File: src/rtl/autorepeat_pkg.sv
// Shared types and helpers for the joystick auto-repeat controller.
// Optional repeat acceleration is selected with the AUTOREPEAT_ACCEL_EN macro.
package autorepeat_pkg;

  typedef enum logic [1:0] {
    ST_IDLE   = 2'd0,
    ST_DELAY  = 2'd1,
    ST_REPEAT = 2'd2
  } ar_state_t;

  // Width of a per-channel tick counter that must reach max(hold, rep) without wrapping.
  function automatic int cnt_width(input int hold, input int rep);
    int m;
    m = (hold > rep) ? hold : rep;
    return $clog2(m + 1);
  endfunction

endpackage

File: src/rtl/autorepeat_tick_gen.sv
// Free-running tick strobe shared by all auto-repeat channels.
// Count runs 0..TICK_CYCLES-1 while enabled; tick is high while the count sits at TICK_CYCLES-1.
module autorepeat_tick_gen #(
  parameter int TICK_CYCLES = 1_000_000
) (
  input  logic clk,
  input  logic reset_n,
  input  logic enable,
  output logic tick
);

  localparam int W = $clog2(TICK_CYCLES);
  localparam logic [W-1:0] LAST = W'(TICK_CYCLES - 1);

  logic [W-1:0] count_q, count_d;
  logic         tick_q, tick_d;

  always_comb begin
    count_d = '0;
    if (enable && (count_q != LAST)) begin
      count_d = count_q + 1'b1;
    end
    // Registered decode of the next count keeps tick aligned with count == LAST.
    tick_d = (count_d == LAST);
  end

  always_ff @(posedge clk or negedge reset_n) begin
    if (!reset_n) begin
      count_q <= '0;
      tick_q  <= 1'b0;
    end else begin
      count_q <= count_d;
      tick_q  <= tick_d;
    end
  end

  assign tick = tick_q;

endmodule

File: src/rtl/joystick_autorepeat_ctrl.sv
// Per-button press/hold/repeat pulse generator driven by one shared tick.
// Define AUTOREPEAT_ACCEL_EN to halve the repeat period after ACCEL_AFTER repeats.
module joystick_autorepeat_ctrl
  import autorepeat_pkg::*;
#(
  parameter int N_BTN        = 5,
  parameter int TICK_CYCLES  = 1_000_000,
  parameter int HOLD_TICKS   = 40,
  parameter int REPEAT_TICKS = 10,
  parameter int ACCEL_AFTER  = 4
) (
  input  logic             clk,
  input  logic             reset_n,
  input  logic             enable,
  input  logic [N_BTN-1:0] btn_level,
  output logic [N_BTN-1:0] pulse,
  output logic [N_BTN-1:0] held,
  output logic             tick
);

  localparam int CNT_W = cnt_width(HOLD_TICKS, REPEAT_TICKS);
  localparam logic [CNT_W-1:0] HOLD_LAST = CNT_W'(HOLD_TICKS - 1);
  localparam logic [CNT_W-1:0] REP_LAST  = CNT_W'(REPEAT_TICKS - 1);
`ifdef AUTOREPEAT_ACCEL_EN
  localparam int FAST_TICKS = (REPEAT_TICKS / 2 > 1) ? REPEAT_TICKS / 2 : 1;
  localparam logic [CNT_W-1:0] FAST_LAST = CNT_W'(FAST_TICKS - 1);
  localparam int ACC_W = $clog2(ACCEL_AFTER + 2);
  localparam logic [ACC_W-1:0] ACC_SAT = ACC_W'(ACCEL_AFTER);
`endif

  autorepeat_tick_gen #(
    .TICK_CYCLES(TICK_CYCLES)
  ) u_tick_gen (
    .clk    (clk),
    .reset_n(reset_n),
    .enable (enable),
    .tick   (tick)
  );

  for (genvar i = 0; i < N_BTN; i++) begin : g_chan
    ar_state_t        state_q, state_d;
    logic [CNT_W-1:0] cnt_q, cnt_d;
    logic [CNT_W-1:0] period_last;
    logic             pulse_q, pulse_d;
    logic             held_q, held_d;
`ifdef AUTOREPEAT_ACCEL_EN
    logic [ACC_W-1:0] rep_q, rep_d;
    assign period_last = (rep_q == ACC_SAT) ? FAST_LAST : REP_LAST;
`else
    assign period_last = REP_LAST;
`endif

    always_comb begin
      state_d = state_q;
      cnt_d   = cnt_q;
      pulse_d = 1'b0;
`ifdef AUTOREPEAT_ACCEL_EN
      rep_d   = rep_q;
`endif
      if (!enable) begin
        state_d = ST_IDLE;
        cnt_d   = '0;
      end else begin
        unique case (state_q)
          ST_IDLE: begin
            if (btn_level[i]) begin
              pulse_d = 1'b1;
              state_d = ST_DELAY;
              cnt_d   = '0;
            end
          end
          ST_DELAY: begin
            // Release wins over a tick arriving in the same cycle.
            if (!btn_level[i]) begin
              state_d = ST_IDLE;
              cnt_d   = '0;
            end else if (tick) begin
              if (cnt_q == HOLD_LAST) begin
                pulse_d = 1'b1;
                state_d = ST_REPEAT;
                cnt_d   = '0;
`ifdef AUTOREPEAT_ACCEL_EN
                rep_d   = '0;
`endif
              end else begin
                cnt_d = cnt_q + 1'b1;
              end
            end
          end
          ST_REPEAT: begin
            if (!btn_level[i]) begin
              state_d = ST_IDLE;
              cnt_d   = '0;
            end else if (tick) begin
              if (cnt_q == period_last) begin
                pulse_d = 1'b1;
                cnt_d   = '0;
`ifdef AUTOREPEAT_ACCEL_EN
                if (rep_q != ACC_SAT) rep_d = rep_q + 1'b1;
`endif
              end else begin
                cnt_d = cnt_q + 1'b1;
              end
            end
          end
          default: begin
            state_d = ST_IDLE;
            cnt_d   = '0;
          end
        endcase
      end
      held_d = (state_d != ST_IDLE);
    end

    always_ff @(posedge clk or negedge reset_n) begin
      if (!reset_n) begin
        state_q <= ST_IDLE;
        cnt_q   <= '0;
        pulse_q <= 1'b0;
        held_q  <= 1'b0;
`ifdef AUTOREPEAT_ACCEL_EN
        rep_q   <= '0;
`endif
      end else begin
        state_q <= state_d;
        cnt_q   <= cnt_d;
        pulse_q <= pulse_d;
        held_q  <= held_d;
`ifdef AUTOREPEAT_ACCEL_EN
        rep_q   <= rep_d;
`endif
      end
    end

    assign pulse[i] = pulse_q;
    assign held[i]  = held_q;
  end

endmodule

File: config.mk
export PLATFORM = sky130hd
export DESIGN_NAME = joystick_autorepeat_ctrl
export DESIGN_NICKNAME = d
export VERILOG_FILES = /design/src/rtl/autorepeat_pkg.sv /design/src/rtl/autorepeat_tick_gen.sv /design/src/rtl/joystick_autorepeat_ctrl.sv
export SDC_FILE = /design/constraint.sdc
export NUM_CORES = 1
export LEC_CHECK = 0
export CORE_ASPECT_RATIO = 0.7
export CORE_MARGIN = 2
export CORE_UTILIZATION = 60
export DETAILED_ROUTE_END_ITERATION = 6
export DONT_BUFFER_PORTS = 1
export PLACE_DENSITY = 0.76
export SLEW_MARGIN = 20
export SYNTH_ARGS = -nofsm -noshare
export SYNTH_HDL_FRONTEND = slang
export SYNTH_SLANG_ARGS = --single-unit
export TNS_END_PERCENT = 20
File: constraint.sdc
create_clock -name clk -period 2.8 [get_ports clk]
set_clock_uncertainty 0.2 [all_clocks]
set_input_delay 0.14 -clock clk [delete_from_list [all_inputs] [get_ports clk]]
set_output_delay 0.14 -clock clk [all_outputs]
set_load 0.1 [all_outputs]
# ---- Yosys cells after proc, flatten, opt, wreduce, memory -nomap -nowiden
# Cells that the tools add are included.
# Widths: inputs -> output; s select.
dict set report totals {
  in_bits 8
  reg_bits 71
  wordCells 207
}
dict set report op_classes {
  reduce_logical 16
  add_sub_neg 6
  muxes 126
  n_eq_ne 37
}
# op count
set op_table {}
lappend op_table {{$mux 6} 40}
lappend op_table {{$pmux 6 s3} 5}
lappend op_table {{$mux 2} 30}
lappend op_table {{$mux 1} 40}
lappend op_table {{$ne 4x3->1 const B} 10}
lappend op_table {{$add 6x1->6 const B} 5}
lappend op_table {{$eq 6x4->1 const B} 5}
lappend op_table {{$eq 6x6->1 const B} 5}
lappend op_table {{$pmux 2 s3} 5}
lappend op_table {{$add 20x1->20 const B} 1}
lappend op_table {{$eq 20x20->1 const B} 1}
lappend op_table {{$mux 20} 1}
lappend op_table {{$ne 20x20->1 const B} 1}
lappend op_table {{$ne 3x3->1 const B} 5}
lappend op_table {{$pmux 1 s3} 5}
lappend op_table {{$reduce_and 3->1} 5}
lappend op_table {{$eq 2x1->1 const B} 5}
lappend op_table {{$eq 2x2->1 const B} 5}
lappend op_table {{$logic_not 2->1} 5}
lappend op_table {{$reduce_bool 2->1} 5}
lappend op_table {{$logic_and 1x1->1} 1}

# ---- Depth between registers and ports, before layout
dict set report depth {
  ltp_word 7
  ltp_mapped 9
}

# ---- Hierarchy
# From an unflattened synthesis, not the netlist that was laid out.
dict set report hier_totals {
  hier_cells 495
  hier_area_um2 4601.9
}
# module area_per_inst_um2 cells_per_inst instances
set by_module_without_submodules {}
lappend by_module_without_submodules {joystick_autorepeat_ctrl 3369.5 365 1}
lappend by_module_without_submodules {autorepeat_tick_gen 1232.4 130 1}

# ---- Worst setup path before layout
# Ideal clock, no wire load.
dict set report synth_timing {
  path_kind {reg-to-reg}
  from {register u_tick_gen.tick_q (netlist: u_tick_gen.tick)}
  to {register g_chan[0].cnt_q[2]}
  arrival_ps 2337
  setup_slack_ps 197
  stages_incl_launch_ff 8
  n_path_buf 2
  path_cell_list {dfrtp_1 -> clkbuf_1 -> nand2b_1 -> o22ai_1 -> and2_1 -> clkbuf_1 -> or4b_1 -> nand2_1}
}
dict set report synth_between {
  elab_chain_cells 2
}
# element line
set synth_rtl {}
lappend synth_rtl {{from (decl)} autorepeat_tick_gen.sv:16} ;# logic tick_q, tick_d;
lappend synth_rtl {{from (signal assigned)} autorepeat_tick_gen.sv:33} ;# tick_q <= tick_d;
lappend synth_rtl {{$ne 4x3->1 (no line)} --}
lappend synth_rtl {{$reduce_and 3->1 (no line) (*)} --}
lappend synth_rtl {{to (signal assigned)} joystick_autorepeat_ctrl.sv:126} ;# cnt_q <= cnt_d;
lappend synth_rtl {{to (decl)} joystick_autorepeat_ctrl.sv:42} ;# logic [CNT_W-1:0] cnt_q, cnt_d;
# Every way passes the cells marked *; elsewhere a longest branch is shown, timed or not.
# A chain may end at the register's enable or synchronous reset.

# ---- Worst setup path after layout
dict set report layout_timing {
  from {register u_tick_gen.count_q[0]}
  to {register u_tick_gen.tick_q (netlist: u_tick_gen.tick)}
}
dict set report layout_between {
  elab_chain_cells 4
}
# element line
set layout_rtl {}
lappend layout_rtl {{from (decl)} autorepeat_tick_gen.sv:15} ;# logic [W-1:0] count_q, count_d;
lappend layout_rtl {{from (signal assigned)} autorepeat_tick_gen.sv:32} ;# count_q <= count_d;
lappend layout_rtl {{branches (longest 2 deep; another with $add 20x1->20)} --}
lappend layout_rtl {{$mux 20 (*)} autorepeat_tick_gen.sv:20} ;# if (enable && (count_q != LAST)) begin
lappend layout_rtl {{$eq 20x20->1 (*)} autorepeat_tick_gen.sv:24} ;# tick_d = (count_d == LAST);
lappend layout_rtl {{named net u_tick_gen.tick_d} autorepeat_tick_gen.sv:16}
# Mark *: on every way through the listed nets, which the timed path passes.

==> out/results.ini <==
[place]
gp_congestion=0.876
port_buffers=0
dp.cells=574
hpwl_um=6070

[finish]
fin_nets=536
diodes=0
final_common_cell=dfrtp_1
area_growth_pct=8.42
layout_common_cells=dfrtp_1, nor2_1, nand2_1, o21ai_0, ha_1
drive_gt1_frac=0.0737
final_util=0.667
fillerInstances=562
final_cells=600

[synth]
ys_seq_elements=71
synth-compound-area-share=0.158
synth_top_family_by_area=simple AND/OR/NAND/NOR gates
synth_cells=497
synthFlopType=dfrtp_1
synth_mux_area_frac=0
async_reset_ff_frac=1.00
synth-simple-area-share=0.265
synth.distinct_cells=56
synthAdderAreaFrac=0.0873
synth_area_per_cell_um2=8.94
ys_warn_count=0
netlist_area_mm2=0.00444
synth_edf_count=0
ys_seq_area_frac=0.400
syn_nets=536
synth_xor_area_frac=0.0355

[global_routing]
grt_busiest_layer=met1
antenna_found_initial=0
grt_max_degree=72
use_met3=0.0855
grt_first_pass_wirelength_um=15200
grtUsageMet1=0.353
grt-ovfl-total=0
grt_util_met2=0.327
grt_pass1_vias=3141
grtUsageTotal=0.237

[clock_network]
clk_pin_slew_worst_paths_ps=80
clockBufferDepth=2
clock_latency_ps=370
tritoncts=built
cts-root-buf=clkbuf_8
cts_inserted_buffers=9
htreeDepth=3
clkSinkCount=71
post_cts_buffers=0

[die]
ios=19
row_count=26
die-area_mm2=0.00812
die_y_um=76.0
die_w_um=107
core_mm2=0.00722
start_util=0.615

[detailed_routing]
dr.first_iter.drc_count=283
routed_wirelength_um=9050
ant_nets=0
vias_per_cell=5.92
first_pass_iters=5
drc=0
num_vias=3549
wire_per_inst_um=15.1

[setup_path]
crit_type=flip-flop to flip-flop
critical_path_required_ps=2910
critPathBufInv=0
cp_data_arrival_time_ps=2600
crit_family=simple AND/OR/NAND/NOR gates
path_max_fanout=8
crit_start=u_tick_gen.count_q[0]
endpoint_kind=flip-flop
start_kind=flip-flop
reg2reg_from=u_tick_gen.count_q[0]
slowest_stage=or4_1
critPathMaxStageDelay_ps=530
cp_cell_sequence=ha_1, nand3_1, nor2_1, nand2_2, or4_1, a311oi_1, and4b_1

[sta]
period_needed_ps=2490
fmax_mhz=402
tightest_slew_ps=875
hold_viol_final=0
slew_headroom=0.417
rsz0062_at_grt=no
period_share=0.889
fin_tns_setup_ps=0
finalSetupViolCount=0
drv_slew=0

[worst_hold_path]
hold_path_class=input port to flip-flop
worstHoldStart=btn_level[4]

[power]
peakVddDrop_mv=0.471
leakage_nw=2.13
power_density_mw_per_mm2=486
power_w=0.00234

[status]
outcome=complete, no violations

[job]
maxCapViolCount=0

==> timing repair <==
| action | CTS | global route |
|---|---|---|
| hold buffers | 10 | 0 |
| hold endpoints to repair | 125 | 0 |
| resized for setup | 0 | 0 |
==> tightest hold or removal path, cell delays in order <==
cell and delay (ps):
nor2_1 80, a211oi_1 50, a41oi_1 210, nor2_1 60
==> flip-flops by register name, indices dropped and copies added, names as in the netlist <==
name                cells
g_chan.state_q         10
g_chan.cnt_q           30
u_tick_gen.tick         1
g_chan.pulse_q          5
g_chan.held_q           5
u_tick_gen.count_q     20
==> cell type report <==
cell class | count | area (um^2) | area share
sequential | 71 | 1780 | 0.369
inverter | 24 | 90.1 | 0.0187
clock buffer | 11 | 141 | 0.0294
tap | 98 | 123 | 0.0255
multi-input combinational | 376 | 2430 | 0.504
timing repair buffer | 15 | 155 | 0.0322
clock inverter | 5 | 104 | 0.0216
==> power by group <==
part	total [W]	internal [W]	leakage, nW	switching (W)
logic	0.000171	0.0000615	1.03	0.000110
registers	0.00115	0.00104	0.975	0.000102
clock network	0.00102	0.000618	0.124	0.000405
==> cells in the mapped netlist, types with 4 or more instances <==
library cell | n | area (um^2)
a211oi_1 | 4 | 30.0
a21boi_0 | 4 | 30.0
a21o_1 | 8 | 60.1
a21oi_1 | 23 | 115
a31oi_1 | 9 | 56.3
a41oi_1 | 4 | 35.0
and2_1 | 6 | 37.5
and3_1 | 6 | 37.5
buf_4 | 11 | 82.6
clkbuf_1 | 12 | 45.0
dfrtp_1 | 71 | 1780
ha_1 | 31 | 388
inv_1 | 24 | 90.1
nand2_1 | 49 | 184
nand2b_1 | 6 | 37.5
nand3_1 | 20 | 100
nand4_1 | 4 | 25.0
nand4b_1 | 8 | 70.1
nor2_1 | 52 | 195
nor2b_1 | 6 | 37.5
nor3_1 | 17 | 85.1
nor3b_1 | 7 | 52.6
nor4b_1 | 6 | 52.6
o211ai_1 | 5 | 37.5
o21a_1 | 5 | 37.5
o21ai_0 | 31 | 155
o31ai_1 | 7 | 52.6
or2_2 | 4 | 25.0
xnor2_1 | 7 | 61.3
xor2_1 | 11 | 96.3
==> stage by stage <==
step	instance area (um^2)	hold slack, ps	setup slack (ps)
CTS	4820	2.17	335
finish	4820	15.4	311
detailed placement	4450	-354	370
global placement	4450	-354	439
global route	4820	14.1	222
floorplan	4440	-356	197
==> kinds of logic (layout without fill, tap and decap cells) <==
kind of cell,Yosys count,count (layout)
and+or+nand+nor,216,216
AOI/OAI and AO/OA,111,111
DFF,71,71
buffers and inverters,50,55
adders and majority gates,31,31
xor gates and xnor gates,18,18
==> routing by layer <==
layer	up-vias	part of all wire	routed length [um]
met4	0	0.011	100
met2	92	0.42	3770
met3	13	0.057	519
met5	-	0	0
li1	1763	-	-
met1	1681	0.52	4660
==> path summary, 6_finish.rpt <==
kind,cells past startpoint,to,slack (ps)
worst max-delay path,7,u_tick_gen.tick,310
worst min-delay path,4,g_chan[4].state_q[1],20
worst max register to register,7,u_tick_gen.tick,310
worst min register to register,2,g_chan[0].cnt_q[1],330
max in group asynchronous,2,g_chan[2].cnt_q[5],2000
min in group asynchronous,2,g_chan[3].cnt_q[0],110
Note: power is estimated with default switching activity, not from simulation.
